$ cat src/rtl/pipe_pkg.sv
// pipe_pkg: shared constants for pipeline stage registers (IF/ID payload layout and bubble)
package pipe_pkg;
    localparam int IFID_DATA_W = 96;
    localparam int FIELD_W     = 32;
    localparam int PC_LSB      = 64;
    localparam int INSTR_LSB   = 32;
    localparam int PCPLUS4_LSB = 0;
    localparam logic [FIELD_W-1:0] NOP_INSTR = 32'h0000_0013;
    localparam logic [IFID_DATA_W-1:0] IFID_BUBBLE = {32'h0, NOP_INSTR, 32'h0};
    typedef struct packed {
        logic [FIELD_W-1:0] pc;
        logic [FIELD_W-1:0] instr;
        logic [FIELD_W-1:0] pcplus4;
    } ifid_t;
endpackage

$ cat src/rtl/sat_counter.sv
// sat_counter: saturating up-counter with synchronous clear
// ports: clk, rst (async active-low), inc (count enable), clr (zero, beats inc), cnt (value)
module sat_counter #(
    parameter int W = 16
) (
    input  logic         clk,
    input  logic         rst,
    input  logic         inc,
    input  logic         clr,
    output logic [W-1:0] cnt
);
    always_ff @(posedge clk or negedge rst)
        if (!rst)
            cnt <= '0;
        else if (clr)
            cnt <= '0;
        else if (inc && !(&cnt))
            cnt <= cnt + 1'b1;
endmodule

$ cat src/rtl/elastic_pipe_reg.sv
// elastic_pipe_reg: valid/ready stage register with skid buffer, flush bubble and stall/flush counters
// ports: clk, rst (async active-low); in_valid/in_data/in_ready upstream; out_valid/out_data/out_ready downstream;
//        flush kills held entries; clr_cnt zeroes counters; stall_cnt/flush_cnt saturating activity counters
import pipe_pkg::*;
module elastic_pipe_reg #(
    parameter int                DATA_W = 96,
    parameter logic [DATA_W-1:0] BUBBLE = '0,
    parameter int                CNT_W  = 16
) (
    input  logic              clk,
    input  logic              rst,
    input  logic              in_valid,
    input  logic [DATA_W-1:0] in_data,
    output logic              in_ready,
    output logic              out_valid,
    output logic [DATA_W-1:0] out_data,
    input  logic              out_ready,
    input  logic              flush,
    input  logic              clr_cnt,
    output logic [CNT_W-1:0]  stall_cnt,
    output logic [CNT_W-1:0]  flush_cnt
);
    logic main_valid, skid_valid;
    logic [DATA_W-1:0] main_data, skid_data;
    logic accept, drain;
    assign in_ready  = !skid_valid;
    assign out_valid = main_valid;
    assign out_data  = main_valid ? main_data : BUBBLE;
    assign accept    = in_valid && in_ready;
    assign drain     = out_valid && out_ready;
    always_ff @(posedge clk or negedge rst)
        if (!rst) begin
            main_valid <= 1'b0;
            skid_valid <= 1'b0;
        end else if (flush) begin
            main_valid <= 1'b0;
            skid_valid <= 1'b0;
        end else if (!main_valid) begin
            main_valid <= accept;
        end else if (!skid_valid) begin
            if (drain && !accept)
                main_valid <= 1'b0;
            else if (!drain && accept)
                skid_valid <= 1'b1;
        end else if (drain) begin
            skid_valid <= 1'b0;
        end
    // Data slots load whenever their contents are dead or being replaced; the valid bits decide meaning.
    always_ff @(posedge clk) begin
        if (skid_valid ? drain : (!main_valid || drain))
            main_data <= skid_valid ? skid_data : in_data;
        if (!skid_valid)
            skid_data <= in_data;
    end
    sat_counter #(.W(CNT_W)) u_stall (
        .clk(clk), .rst(rst), .inc(main_valid && !out_ready), .clr(clr_cnt), .cnt(stall_cnt)
    );
    sat_counter #(.W(CNT_W)) u_flush (
        .clk(clk), .rst(rst), .inc(flush), .clr(clr_cnt), .cnt(flush_cnt)
    );
endmodule
$ cat config.mk
export PLATFORM = sky130hd
export DESIGN_NAME = elastic_pipe_reg
export DESIGN_NICKNAME = d
export VERILOG_FILES = /design/src/rtl/pipe_pkg.sv /design/src/rtl/sat_counter.sv /design/src/rtl/elastic_pipe_reg.sv
export SDC_FILE = /design/constraint.sdc
export NUM_CORES = 1
export LEC_CHECK = 0
export BUFFER_PORTS_ARGS = -buffer_cell sky130_fd_sc_hd__buf_2
export CORE_MARGIN = 10
export CORE_UTILIZATION = 35
export CTS_CLUSTER_DIAMETER = 80
export DETAILED_ROUTE_END_ITERATION = 10
export SLEW_MARGIN = 20
export SYNTH_ARGS = -nofsm -noshare
export SYNTH_HDL_FRONTEND = slang
export SYNTH_SLANG_ARGS = --single-unit
$ cat constraint.sdc
create_clock -name clk -period 8.1 [get_ports clk]
set_clock_uncertainty 0.2 [all_clocks]
set_input_delay 0.81 -clock clk [delete_from_list [all_inputs] [get_ports clk]]
set_output_delay 0.81 -clock clk [all_outputs]
set_load 0.02 [all_outputs]
# Word-level counts from Yosys, hierarchy flattened
# Index checks and enable logic that the tools add are counted.
dict set report word_totals {
  regBits 226
  latchBits 0
  ram_bits 0
  romBits 0
  in_bits 102
  elab_cells 45
  memories 0
}
dict set report op_classes {
  add_sub_neg 2
  multipliers 0
  div 0
  magnitude_cmp 0
  eq_ne 0
  n_shift 0
  n_mux 17
  bitwise_logic 0
  n_reduce_logical 20
}
# op count
set ops {}
lappend ops {{96-bit 2-to-1 mux} 2}
lappend ops {{16-bit 2-to-1 mux} 4}
lappend ops {{16-bit by 1-bit adder with 16-bit output, second input constant} 2}
lappend ops {{16-bit AND reduction} 2}
lappend ops {{1-bit 2-to-1 mux} 11}
lappend ops {{1-bit logical AND} 7}
lappend ops {{1-bit zero test} 7}
lappend ops {{2-bit nonzero test} 3}
lappend ops {{1-bit logical OR} 1}

# Depth between registers and ports, before layout
# Gate-level depths: netlist of the first run.
dict set report logic_depth {
  depth_word 8
  ltp_mapped 6
  ltp_nobuf 5
}

# By module
# A second synthesis of the first run with hierarchy kept.
dict set report unflattened {
  cells_unflattened 608
  hier_area_um2 8595.7
}
# mod n_inst cells_each area_per_inst_um2 seq_area_each_um2
set modules_own_cells {}
lappend modules_own_cells {elastic_pipe_reg 1 418 6756.5 4854.7}
lappend modules_own_cells {sat_counter 2 95 919.6 400.4}

# Least setup slack after synthesis of the first run
# Ideal clock, no wire load.
dict set report synth_path {
  path_type {reg2reg}
  start {register skid_valid}
  end {register main_data[0], enable pin}
  t_arrival_ps 5567
  t_required_ps 7316
  slack_ps 1749
  stages_incl_launch_ff 5
  path_cell_list {dfrtp_1 clkbuf_1 buf_2 buf_1 a21oi_1}
}
dict set report synth_between {
  elab_chain_len 1
}
# item line
set synth_lines {}
lappend synth_lines {{start: declaration} elastic_pipe_reg.sv:23} ;# logic main_valid, skid_valid;
lappend synth_lines {{start signal: assignment} elastic_pipe_reg.sv:34} ;# skid_valid <= 1'b0;
lappend synth_lines {{start signal: assignment} elastic_pipe_reg.sv:37} ;# skid_valid <= 1'b0;
lappend synth_lines {{start signal: assignment} elastic_pipe_reg.sv:44} ;# skid_valid <= 1'b1;
lappend synth_lines {{1-bit 2-to-1 mux} elastic_pipe_reg.sv:50} ;# if (skid_valid ? drain : (!main_valid || drain))
lappend synth_lines {{end signal: assignment} elastic_pipe_reg.sv:51} ;# main_data <= skid_valid ? skid_data : in_data;
lappend synth_lines {{end: declaration} elastic_pipe_reg.sv:24} ;# logic [DATA_W-1:0] main_data, skid_data;
# Every way passes these cells.
# A chain may end at the register's enable or synchronous reset.

# Worst setup path in the final report of the first run
dict set report layout_path {
  start {register main_valid (netlist: out_valid)}
  end {output out_data[0]}
}
dict set report layout_between {
  elab_chain_len 1
}
# item line
set layout_lines {}
lappend layout_lines {{start: declaration} elastic_pipe_reg.sv:23}
lappend layout_lines {{start signal: assignment} elastic_pipe_reg.sv:39} ;# main_valid <= accept;
lappend layout_lines {{96-bit 2-to-1 mux} elastic_pipe_reg.sv:28} ;# assign out_data = main_valid ? main_data : BUBBLE;
lappend layout_lines {{end: declaration} elastic_pipe_reg.sv:16} ;# output logic [DATA_W-1:0] out_data,
# Every way passes these cells.

==> reports/metrics.yaml, run 1 <==
floorplan.rows: 56
final.min_clock_period_ns: 3.006
grt_max_degree: 101
ys_ff_latch: 226
gp_congestion: 0.8356
report.final.setup_viol: 0
worstSkewPairLatency_ns: 0.51
r2r.worst_path.cells: 3
setup.reg_to_reg.worst_slack_ns: 5.43
synthDistinctLibCells: 43
areaGrowthSynthToFinish_pct: 27.55
power_frac_clock: 0.433
power_density_nw_per_um2: 244.2
post_dp_cell_area_um2: 9976
synth_seq_area_share: 0.6657
ys_warn_count: 0
first_global_vias: 5962
stdcell_area_um2: 10840
power_switching_w: 0.0005811
synth_nets: 719
synth_common_cells: "sky130_fd_sc_hd__and2_1 (97), sky130_fd_sc_hd__mux2_2 (97), sky130_fd_sc_hd__dfxtp_1 (96), sky130_fd_sc_hd__edfxtp_1 (96), sky130_fd_sc_hd__dfrtp_1 (34)"
fin_cells: 1187
quantity_of_i_o_buffers_inserted_on_ports: 231
post-route-period-util: 0.3711
antenna_found_initial: 4
syn_area_um2: 8496
cts_setup_buffers: 0
routedWlPerCell_um: 17.05
slew_headroom: 0.3478
setup_slack_ns: 5.094
worst_min_delay_path_class: "in -> async"
dp_worst_slack_ns: 5.320
die_h_um: 175.8
syn_avg_cell_area_um2: 13.81
cp_data_arrival_time_ns: 2.00
power_report.internal_total_w: 0.002065
drc_errors: 0
yosysTopAreaCellShare: 0.3393
grt_pass1_wl_mm: 32.44
io_pins: 232
max_slew.worst_pin.slew_ns: 0.9783
initial_core_util: 0.3587
synth_instances: 615
timing.critical_path.to_type: "primary output"
first_pass_iters: 4
vias: 5610
crit_path_start_kind: "register"
placedCellCount: 1139
die-width_um: 175.8
pwr-share-comb: 0.074
final.fill_count: 2254
place.detailed.hpwl_mm: 13.92
vdd_ir_drop_max_mv: 0.1787
status: "finished clean"
clock_slew_at_the_register_clock_pins_of_the_worst_setup_and_hold_paths_ns: 0.06
drt.antenna.violating_nets: 0
timing.rr.end: "main_data[80]"
max_cap_viol_count: 0
cts_hold_buf: 0
sequentialPowerShare: 0.493
grt_setup_unrepaired: "no"
grt_overflow_total: 0
post_cts_resized: 0
routed_wl_mm: 20.24
final_net_count: 951
buffer_levels_on_the_longest_clock_path: 3
synthFlopType: "sky130_fd_sc_hd__edfxtp_1"
critical_path_class: "reg -> out"
first_iter_violations: 396
synth-edff-count: 96
fin_setup_tns_ns: 0
floorplan.core_area_um2: 23680
power_switching_share: 0.2196
cts_max_level: 1
clkSinkCount: 226
synth.top_cells.by_area: "sky130_fd_sc_hd__edfxtp_1 (34%), sky130_fd_sc_hd__dfxtp_1 (23%), sky130_fd_sc_hd__mux2_2 (13%)"
via_per_instance_ratio: 4.726
cts-buffers-inserted: 25
hold_violations: 0
worst-path-max-fanout: 100
leakage_nw: 4.679
number_of_max_slew_violations_in_the_final_report: 0
rr_startpoint: "out_valid"
ctsRootBufferMaster: "sky130_fd_sc_hd__clkbuf_16"
post-synth-top-area-cell: "sky130_fd_sc_hd__edfxtp_1"
fp.dieArea_um2: 30910
cts_tree: "yes"
drive_gt1_frac: 0.4428
fmax_mhz: 332.7
worst-endpoint-required_ns: 7.09
grt.total_usage: 0.1282
synthArstFlopShare: 0.1504
[stage by stage]
stage                     power, W  hold WS (ns)  utilization
after CTS                 0.002694        0.1924       0.4570
after detailed placement  0.001531        0.2562       0.4212
after floorplan           0.001441        0.2461            -
after global routing      0.002764        0.2337       0.4574
final                     0.002646        0.1894       0.4576
after global placement    0.001526        0.2511       0.4212
[sequential cells by signal (all words and copies together), names as in the netlist]
register	flops
skid_valid	1
skid_data	96
u_flush.cnt	16
out_valid	1
u_stall.cnt	16
main_data	96
[logic make-up (layout without fill, tap and decap cells)]
group | after synthesis | in the layout | synth area share
multiplexers | 103 | 103 | 0.1362
flip-flops | 226 | 226 | 0.6657
AO/OA/AOI/OAI | 53 | 53 | 0.03785
AND/OR/NAND/NOR | 196 | 196 | 0.1409
buffers and inverters | 35 | 285 | 0.01635
other | 0 | 3 | 0
adder cells (fa/ha/maj) | 2 | 2 | 0.002945
[layout by cell type, fill, tap and decap left out, types with 4 or more instances in the layout]
cell type / count
sky130_fd_sc_hd__or3_1: 8
sky130_fd_sc_hd__edfxtp_1: 96
sky130_fd_sc_hd__dfxtp_1: 96
sky130_fd_sc_hd__nand2_1: 13
sky130_fd_sc_hd__dfrtp_1: 32
sky130_fd_sc_hd__nor2_1: 12
sky130_fd_sc_hd__o21ai_0: 6
sky130_fd_sc_hd__nand3_1: 9
sky130_fd_sc_hd__nor2b_1: 5
sky130_fd_sc_hd__and3_1: 5
sky130_fd_sc_hd__clkbuf_16: 25
sky130_fd_sc_hd__buf_2: 231
sky130_fd_sc_hd__o31ai_1: 11
sky130_fd_sc_hd__nor3_1: 6
sky130_fd_sc_hd__inv_1: 6
sky130_fd_sc_hd__a21oi_1: 24
sky130_fd_sc_hd__clkinv_2: 8
sky130_fd_sc_hd__nand2b_1: 4
sky130_fd_sc_hd__clkbuf_8: 5
sky130_fd_sc_hd__and4_1: 6
sky130_fd_sc_hd__mux2_1: 4
sky130_fd_sc_hd__nand4_1: 12
sky130_fd_sc_hd__and2_1: 97
sky130_fd_sc_hd__mux2_2: 97
sky130_fd_sc_hd__or4_1: 8
[layer usage]
metal,up-vias,share of wire,GRT usage
li1,2694,-,-
met1,2675,0.41,0.1560
met4,4,0.013,0.02720
met2,205,0.45,0.1989
met3,32,0.12,0.06584
met5,-,0.0013,0
[power by group through the flow]
stage	Sequential, W	Combinational, W	Clock [W]
finish	0.00130	0.000196	0.00114
floorplan	0.00132	0.000122	0
detailed placement	0.00133	0.000200	0
global route	0.00131	0.000216	0.00123
CTS	0.00131	0.000201	0.00119
global placement	0.00133	0.000200	0
[worst max-delay path, cell delays in order, from the launching register on]
cell and delay (ns):
sky130_fd_sc_hd__dfrtp_4 0.96, sky130_fd_sc_hd__and2_1 0.26, sky130_fd_sc_hd__buf_2 0.18
[cell type report]
| cell class | count | area, um^2 | area share |
|---|---|---|---|
| Tap cell | 319 | 399.1 | 0.03683 |
| Timing Repair Buffer | 234 | 1179 | 0.1088 |
| Sequential cell | 226 | 5663 | 0.5226 |
| Multi-Input combinational cell | 354 | 2718 | 0.2508 |
| Inverter | 6 | 22.52 | 0.002078 |
| Clock inverter | 14 | 150.1 | 0.01386 |
| Clock buffer | 31 | 698.2 | 0.06443 |
| Antenna cell | 3 | 7.507 | 0.0006928 |
[worst max-delay path by stage]
stage	startpoint	to	slack, ns	cells past startpoint
2_1_floorplan	skid_valid	main_data[0]	1.75	4
3_3_place_gp	out_valid	u_stall.cnt[12]	5.39	4
3_5_place_dp	out_valid	u_stall.cnt[10]	5.32	4
4_1_cts	out_valid	out_data[82]	4.98	2
5_1_grt	out_valid	out_data[27]	4.90	2
6_report	out_valid	out_data[0]	5.09	2
No activity file was read; power rests on OpenSTA's default activity.
==> inputs of run 2 (changes only) <==
==> constraint.sdc (replaced) <==
create_clock -name clk -period 2.8 [get_ports clk]
set_clock_uncertainty 0.2 [all_clocks]
set_input_delay 0.28 -clock clk [delete_from_list [all_inputs] [get_ports clk]]
set_output_delay 0.28 -clock clk [all_outputs]
set_load 0.02 [all_outputs]
==> run 2 against run 1 <==
Net effect: clock power rose to 2.8 times the previous value; setup slack lost 4.7 ns; sequential cell count unchanged; clock-buffer cell count shrank 2; first-iteration DRC count decreased by 4.0%; die area unchanged; register-to-register slack worse by 5.0 ns; utilization is 4.5 points higher.
==> reports/metrics.yaml, run 2 (synthesis gave the netlist of run 1 again) <==
die-width_um: 175.8  # unchanged
seq_area_um2: 5660  # about the same
worstSkewPairLatency_ns: 0.52  # about the same
final.fill_count: 2111  # -6.3%
slew_headroom: 0.4465  # +0.09871
timing.critical_path.to_type: "register"
worst-endpoint-required_ns: 3.05  # -4.04 ns
areaGrowthSynthToFinish_pct: 40.18
antenna_found_initial: 0  # -4
quantity_of_i_o_buffers_inserted_on_ports: 231  # unchanged
number_of_max_slew_violations_in_the_final_report: 0  # unchanged
holdWs_ns: 0.09114  # -0.09827 ns
drc_errors: 0  # unchanged
largest_registers: "main_data x96, skid_data x96"
grt_setup_unrepaired: "no"
cts-buffers-inserted: 25  # unchanged
floorplan.rows: 56  # unchanged
grt.total_usage: 0.1364  # +0.008142
fmax_mhz: 414.8
report.final.setup_viol: 0  # unchanged
grt_max_degree: 63  # -38%
io_pins: 232  # unchanged
power_density_nw_per_um2: 643.8  # +160%
final.min_clock_period_ns: 2.411
crit_path_start_kind: "register"
first_iter_violations: 380  # -4.0%
first_pass_iters: 4  # unchanged
floorplan.core_area_um2: 23680  # unchanged
drt.antenna.violating_nets: 0  # unchanged
layout.cells.most_common_list: "sky130_fd_sc_hd__buf_2 (231), sky130_fd_sc_hd__dlygate4sd3_1 (102), sky130_fd_sc_hd__mux2_2 (97), sky130_fd_sc_hd__and2_1 (97)"
gp_congestion: 0.7785  # -6.8%
ctsRootBufferMaster: "sky130_fd_sc_hd__clkbuf_16"
hold_violations: 0  # unchanged
max_slew.worst_pin.slew_ns: 0.8302  # -0.1481 ns
fp.dieArea_um2: 30910  # unchanged
cts_tree: "yes"
setup.reg_to_reg.worst_slack_ns: 0.39  # -5.04 ns
routed_wl_mm: 21.67  # +7.1%
clock_slew_at_the_register_clock_pins_of_the_worst_setup_and_hold_paths_ns: 0.06  # about the same
first_global_vias: 6436  # +8.0%
post-route-period-util: 0.8609
post_dp_cell_area_um2: 10080  # +1.0%
clkSinkCount: 226  # unchanged
grt_pass1_wl_mm: 34.64  # +6.8%
cp_data_arrival_time_ns: 2.66  # +0.66 ns
area_used_by_multi_input_combinational_logic_um2: 2713  # -0.18%
leading_cell_type_in_the_layout_fill_and_taps_excluded: "sky130_fd_sc_hd__buf_2"
timing.hold.worst_path_depth: 2
leakage_nw: 5.141  # +9.9%
worst_min_delay_path_class: "in -> reg"
routedWlPerCell_um: 16.76  # -1.7%
crit_path_end: "skid_valid"
vdd_ir_drop_max_mv: 0.5480  # +210%
max_cap_viol_count: 0  # unchanged
grt_overflow_total: 0  # unchanged
critical_path_class: "reg -> reg"
cts_setup_buffers: 0  # unchanged
r2r.worst_path.cells: 7  # +4
drive_gt1_frac: 0.3963  # -0.04647
place.detailed.hpwl_mm: 14.23  # +2.2%
initial_core_util: 0.3587  # unchanged
antenna_cells: 0  # -3
buffer_levels_on_the_longest_clock_path: 3  # unchanged
die_h_um: 175.8  # unchanged
timing.rr.end: "skid_valid"
rr_startpoint: "out_valid"
via_per_instance_ratio: 4.649  # -1.6%
final_net_count: 1060  # +11%
stdcell_area_um2: 11910  # +9.9%
vias: 6011  # +7.1%
cts_max_level: 1  # unchanged
status: "finished clean"
setup.worst_path.start: "out_valid"
worst-path-max-fanout: 48  # -52%
-- run 2: cell count changes in the layout (fill, tap and decap cells not counted), moves of 2 or more --
cell / change
sky130_fd_sc_hd__clkinv_1: +4
sky130_fd_sc_hd__dlygate4sd3_1: +102
sky130_fd_sc_hd__clkbuf_8: -2
sky130_fd_sc_hd__diode_2: -3
sky130_fd_sc_hd__buf_12: +4
sky130_fd_sc_hd__buf_4: +3
-- run 2: metal layers --
layer  track usage  routed length (um)
met5             0                   0
met4       0.03603                 468
met3       0.05876                2198
met2        0.2240               10010
met1        0.1598                8996
-- run 2: repair_timing --
item | CTS | global route
hold buffers | 102 | 0
endpoints found under the hold margin | 230 | 0
gates resized for setup | 0 | 0
-- run 2: how the worst min path moves through the flow --
stage | from | to | slack, ns
global route | clr_cnt | u_stall.cnt[9] | 0.12
finish | clr_cnt | u_stall.cnt[12] | 0.09
floorplan | rst | out_valid | -0.22
detailed placement | rst | u_stall.cnt[14] | 0.22
CTS | clr_cnt | u_stall.cnt[6] | 0.08
global placement | rst | u_stall.cnt[14] | 0.22
-- run 2: per-stage QoR --
stage	power (W)	cells	setup TNS (ns)	utilization	setup WS [ns]
6_report	0.007667	1293	0	0.5029	0.3894
2_1_floorplan	0.004162	615	-20.00	-	-0.2077
5_1_grt	0.007973	1293	0	0.5029	0.2320
4_1_cts	0.007772	1293	0	0.5029	0.3159
3_3_place_gp	0.004422	1146	0	0.4255	0.6011
3_5_place_dp	0.004436	1146	0	0.4255	0.5488
-- run 2: power by group --
group,total (W),switching [W],leakage [nW],internal [W]
registers,0.00375,0.0000579,2.27,0.00369
clock network,0.00320,0.00130,0.404,0.00190
logic,0.000719,0.000375,2.47,0.000344
total,0.00767,0.00173,5.14,0.00594
-- run 2: area by class of cell --
type                       count  share of cell area
timing repair buffer         343              0.1933
tap                          319             0.03352
clock buffer                  29             0.05631
inverter                       6            0.001891
multi-input combinational    354              0.2278
sequential                   226              0.4753
clock inverter                16             0.01187
-- run 2: worst max-delay path, stage by stage, from the launching register on --
cell and delay [ns]:
sky130_fd_sc_hd__dfrtp_2 0.39, sky130_fd_sc_hd__buf_4 0.32, sky130_fd_sc_hd__inv_2 0.10, sky130_fd_sc_hd__nor2_1 0.30, sky130_fd_sc_hd__a21oi_4 0.08, sky130_fd_sc_hd__buf_12 0.21
sky130_fd_sc_hd__nor3_1 0.18, sky130_fd_sc_hd__dlygate4sd3_1 0.56
==> inputs of run 3 (changes only) <==
--- a/config.mk
+++ b/config.mk
@@ -8,6 +8,7 @@
 export BUFFER_PORTS_ARGS = -buffer_cell sky130_fd_sc_hd__buf_2
 export CORE_MARGIN = 10
 export CORE_UTILIZATION = 35
+export CTS_BUF_LIST = sky130_fd_sc_hd__clkbuf_8
 export CTS_CLUSTER_DIAMETER = 80
 export DETAILED_ROUTE_END_ITERATION = 10
 export SLEW_MARGIN = 20
==> run 3 against run 2 <==
Net effect: power down 3.1%; largest cell class unchanged; global-route usage grew 0.25 points; non-clock buffer count stayed put.
==> reports/metrics.yaml, run 3 (synthesis gave the netlist of run 1 again) <==
status: "finished clean"
fin_cells: 1320  # +2.1%
layout.cells.most_common_list: "sky130_fd_sc_hd__buf_2 (231), sky130_fd_sc_hd__dlygate4sd3_1 (102), sky130_fd_sc_hd__mux2_2 (97), sky130_fd_sc_hd__and2_1 (97)"
cp_data_arrival_time_ns: 2.69  # +0.03 ns
placedCellCount: 1146  # unchanged
crit_path_start_kind: "register"
critical_path.slowest_cell: "sky130_fd_sc_hd__dlygate4sd3_1"
worst-path-buf-inv: 4  # unchanged
cpLargestDelayFamily: "buffers and inverters"
via_per_instance_ratio: 4.605  # -0.95%
antenna_found_initial: 0  # unchanged
grt_max_degree: 63  # unchanged
gp_congestion: 0.7785  # unchanged
max_slew.worst_pin.slew_ns: 0.8283  # -0.001893 ns
timing.critical_path.to_type: "register"
areaGrowthSynthToFinish_pct: 39.90
max_cap_viol_count: 0  # unchanged
report.final.setup_viol: 0  # unchanged
first_iter_violations: 303  # -20%
place.detailed.hpwl_mm: 14.23  # unchanged
routed_wl_mm: 21.88  # +0.95%
initial_core_util: 0.3587  # unchanged
die_h_um: 175.8  # unchanged
worst_min_delay_path_class: "in -> reg"
worst-path-max-fanout: 48  # unchanged
cts_tree: "yes"
grt_setup_unrepaired: "no"
quantity_of_i_o_buffers_inserted_on_ports: 231  # unchanged
clock_slew_at_the_register_clock_pins_of_the_worst_setup_and_hold_paths_ns: 0.06  # about the same
hold_violations: 0  # unchanged
routedWlPerCell_um: 16.58  # -1.1%
ctsRootBufferMaster: "sky130_fd_sc_hd__clkbuf_8"
crit_path_cell_trace: "buf_4, inv_2, nor2_1, a21oi_4, buf_12, nor3_1, dlygate4sd3_1"
post_dp_cell_area_um2: 10080  # unchanged
cts-buffers-inserted: 39  # +56%
floorplan.rows: 56  # unchanged
drc_errors: 0  # unchanged
final.min_clock_period_ns: 2.445  # +0.03455 ns
antenna_cells: 0  # unchanged
slew_headroom: 0.4478  # +0.001262
final_net_count: 1074  # +1.3%
drive_gt1_frac: 0.4006  # +0.004295
drt.antenna.violating_nets: 0  # unchanged
floorplan.core_area_um2: 23680  # unchanged
vias: 6078  # +1.1%
fmax_mhz: 409.0  # -1.4%
clkSinkCount: 226  # unchanged
io_pins: 232  # unchanged
final.fill_count: 2132  # +0.99%
grt_overflow_total: 0  # unchanged
grt_pass1_wl_mm: 35.00  # +1.0%
vdd_ir_drop_max_mv: 0.6470  # +18%
first_global_vias: 6573  # +2.1%
post-route-period-util: 0.8733  # +0.01234
first_pass_iters: 4  # unchanged
post-route-util: 0.5018  # -0.001004
largest_registers: "main_data x96, skid_data x96"
die-width_um: 175.8  # unchanged
stdcell_area_um2: 11890  # -0.20%
leading_cell_type_in_the_layout_fill_and_taps_excluded: "sky130_fd_sc_hd__buf_2"
buffer_levels_on_the_longest_clock_path: 3  # unchanged
power_density_nw_per_um2: 624.9  # -2.9%
worstSkewPairLatency_ns: 0.51  # about the same
critPathMaxStageDelay_ns: 0.56  # about the same
leakage_nw: 5.205  # +1.2%
grt.total_usage: 0.1389  # +0.002528
number_of_max_slew_violations_in_the_final_report: 0  # unchanged
critical_path_class: "reg -> reg"
fp.dieArea_um2: 30910  # unchanged
worst-endpoint-required_ns: 3.04  # about the same
cts_max_level: 2  # +1
==> run 3: cell count changes in the layout (fill, tap and decap cells not counted), sizes merged <==
cell    previous run  this run
clkbuf            29        45
inv                7        24
clkinv            12         6
==> run 3: path summary, 6_finish.rpt <==
| check | from | end | slack, ns | cells past startpoint |
|---|---|---|---|---|
| setup / recovery | out_valid | skid_valid | 0.35 | 7 |
| hold / removal | clr_cnt | u_stall.cnt[6] | 0.11 | 2 |
| setup reg to reg | out_valid | skid_valid | 0.35 | 7 |
| hold reg to reg | skid_data[12] | skid_data[12] | 0.27 | 1 |
| max in group asynchronous | rst | skid_valid | 1.57 | 2 |
| min in group asynchronous | rst | u_stall.cnt[14] | 0.21 | 2 |
==> run 3: final cells by class <==
cell class / count / area (um^2) / area share
Tap cell: 319 / 399.1 / 0.03358
Clock inverter: 27 / 168.9 / 0.01421
Sequential cell: 226 / 5660 / 0.4763
Timing Repair Buffer: 343 / 2302 / 0.1937
Inverter: 6 / 22.52 / 0.001895
Clock buffer: 45 / 619.3 / 0.05211
Multi-Input combinational cell: 354 / 2713 / 0.2282
==> run 3: repair_timing <==
item / 4_1_cts / 5_1_grt
setup buffers: 0 / 0
setup endpoints to repair: 0 / 0
endpoints found under the hold margin: 230 / 0
hold buffers: 102 / 0
resized for setup: 0 / 0
==> run 3: power by group <==
part | internal [W] | total [W] | switching, W
sequential | 0.00370 | 0.00375 | 0.0000584
clock | 0.00166 | 0.00296 | 0.00130
combinational | 0.000345 | 0.000719 | 0.000374
==> run 3: metal layers <==
metal | share of wire | global-route usage | vias to the layer above
li1 | - | - | 2946
met1 | 0.41 | 0.1588 | 2883
met3 | 0.11 | 0.06777 | 40
met5 | 0 | 0 | -
met4 | 0.018 | 0.03956 | 0
met2 | 0.47 | 0.2258 | 209
==> run 3: metrics by stage <==
| step | worst slack (ns) | setup TNS (ns) | hold WS (ns) | total power, W |
|---|---|---|---|---|
| final | 0.3549 | 0 | 0.1068 | 0.007427 |
| after global routing | 0.2064 | 0 | 0.1077 | 0.007787 |
| after CTS | 0.3200 | 0 | 0.06608 | 0.007559 |
| after detailed placement | 0.5488 | 0 | 0.2229 | 0.004436 |
| after global placement | 0.6011 | 0 | 0.2166 | 0.004422 |
| after floorplan | -0.2077 | -20.00 | -0.2156 | 0.004162 |
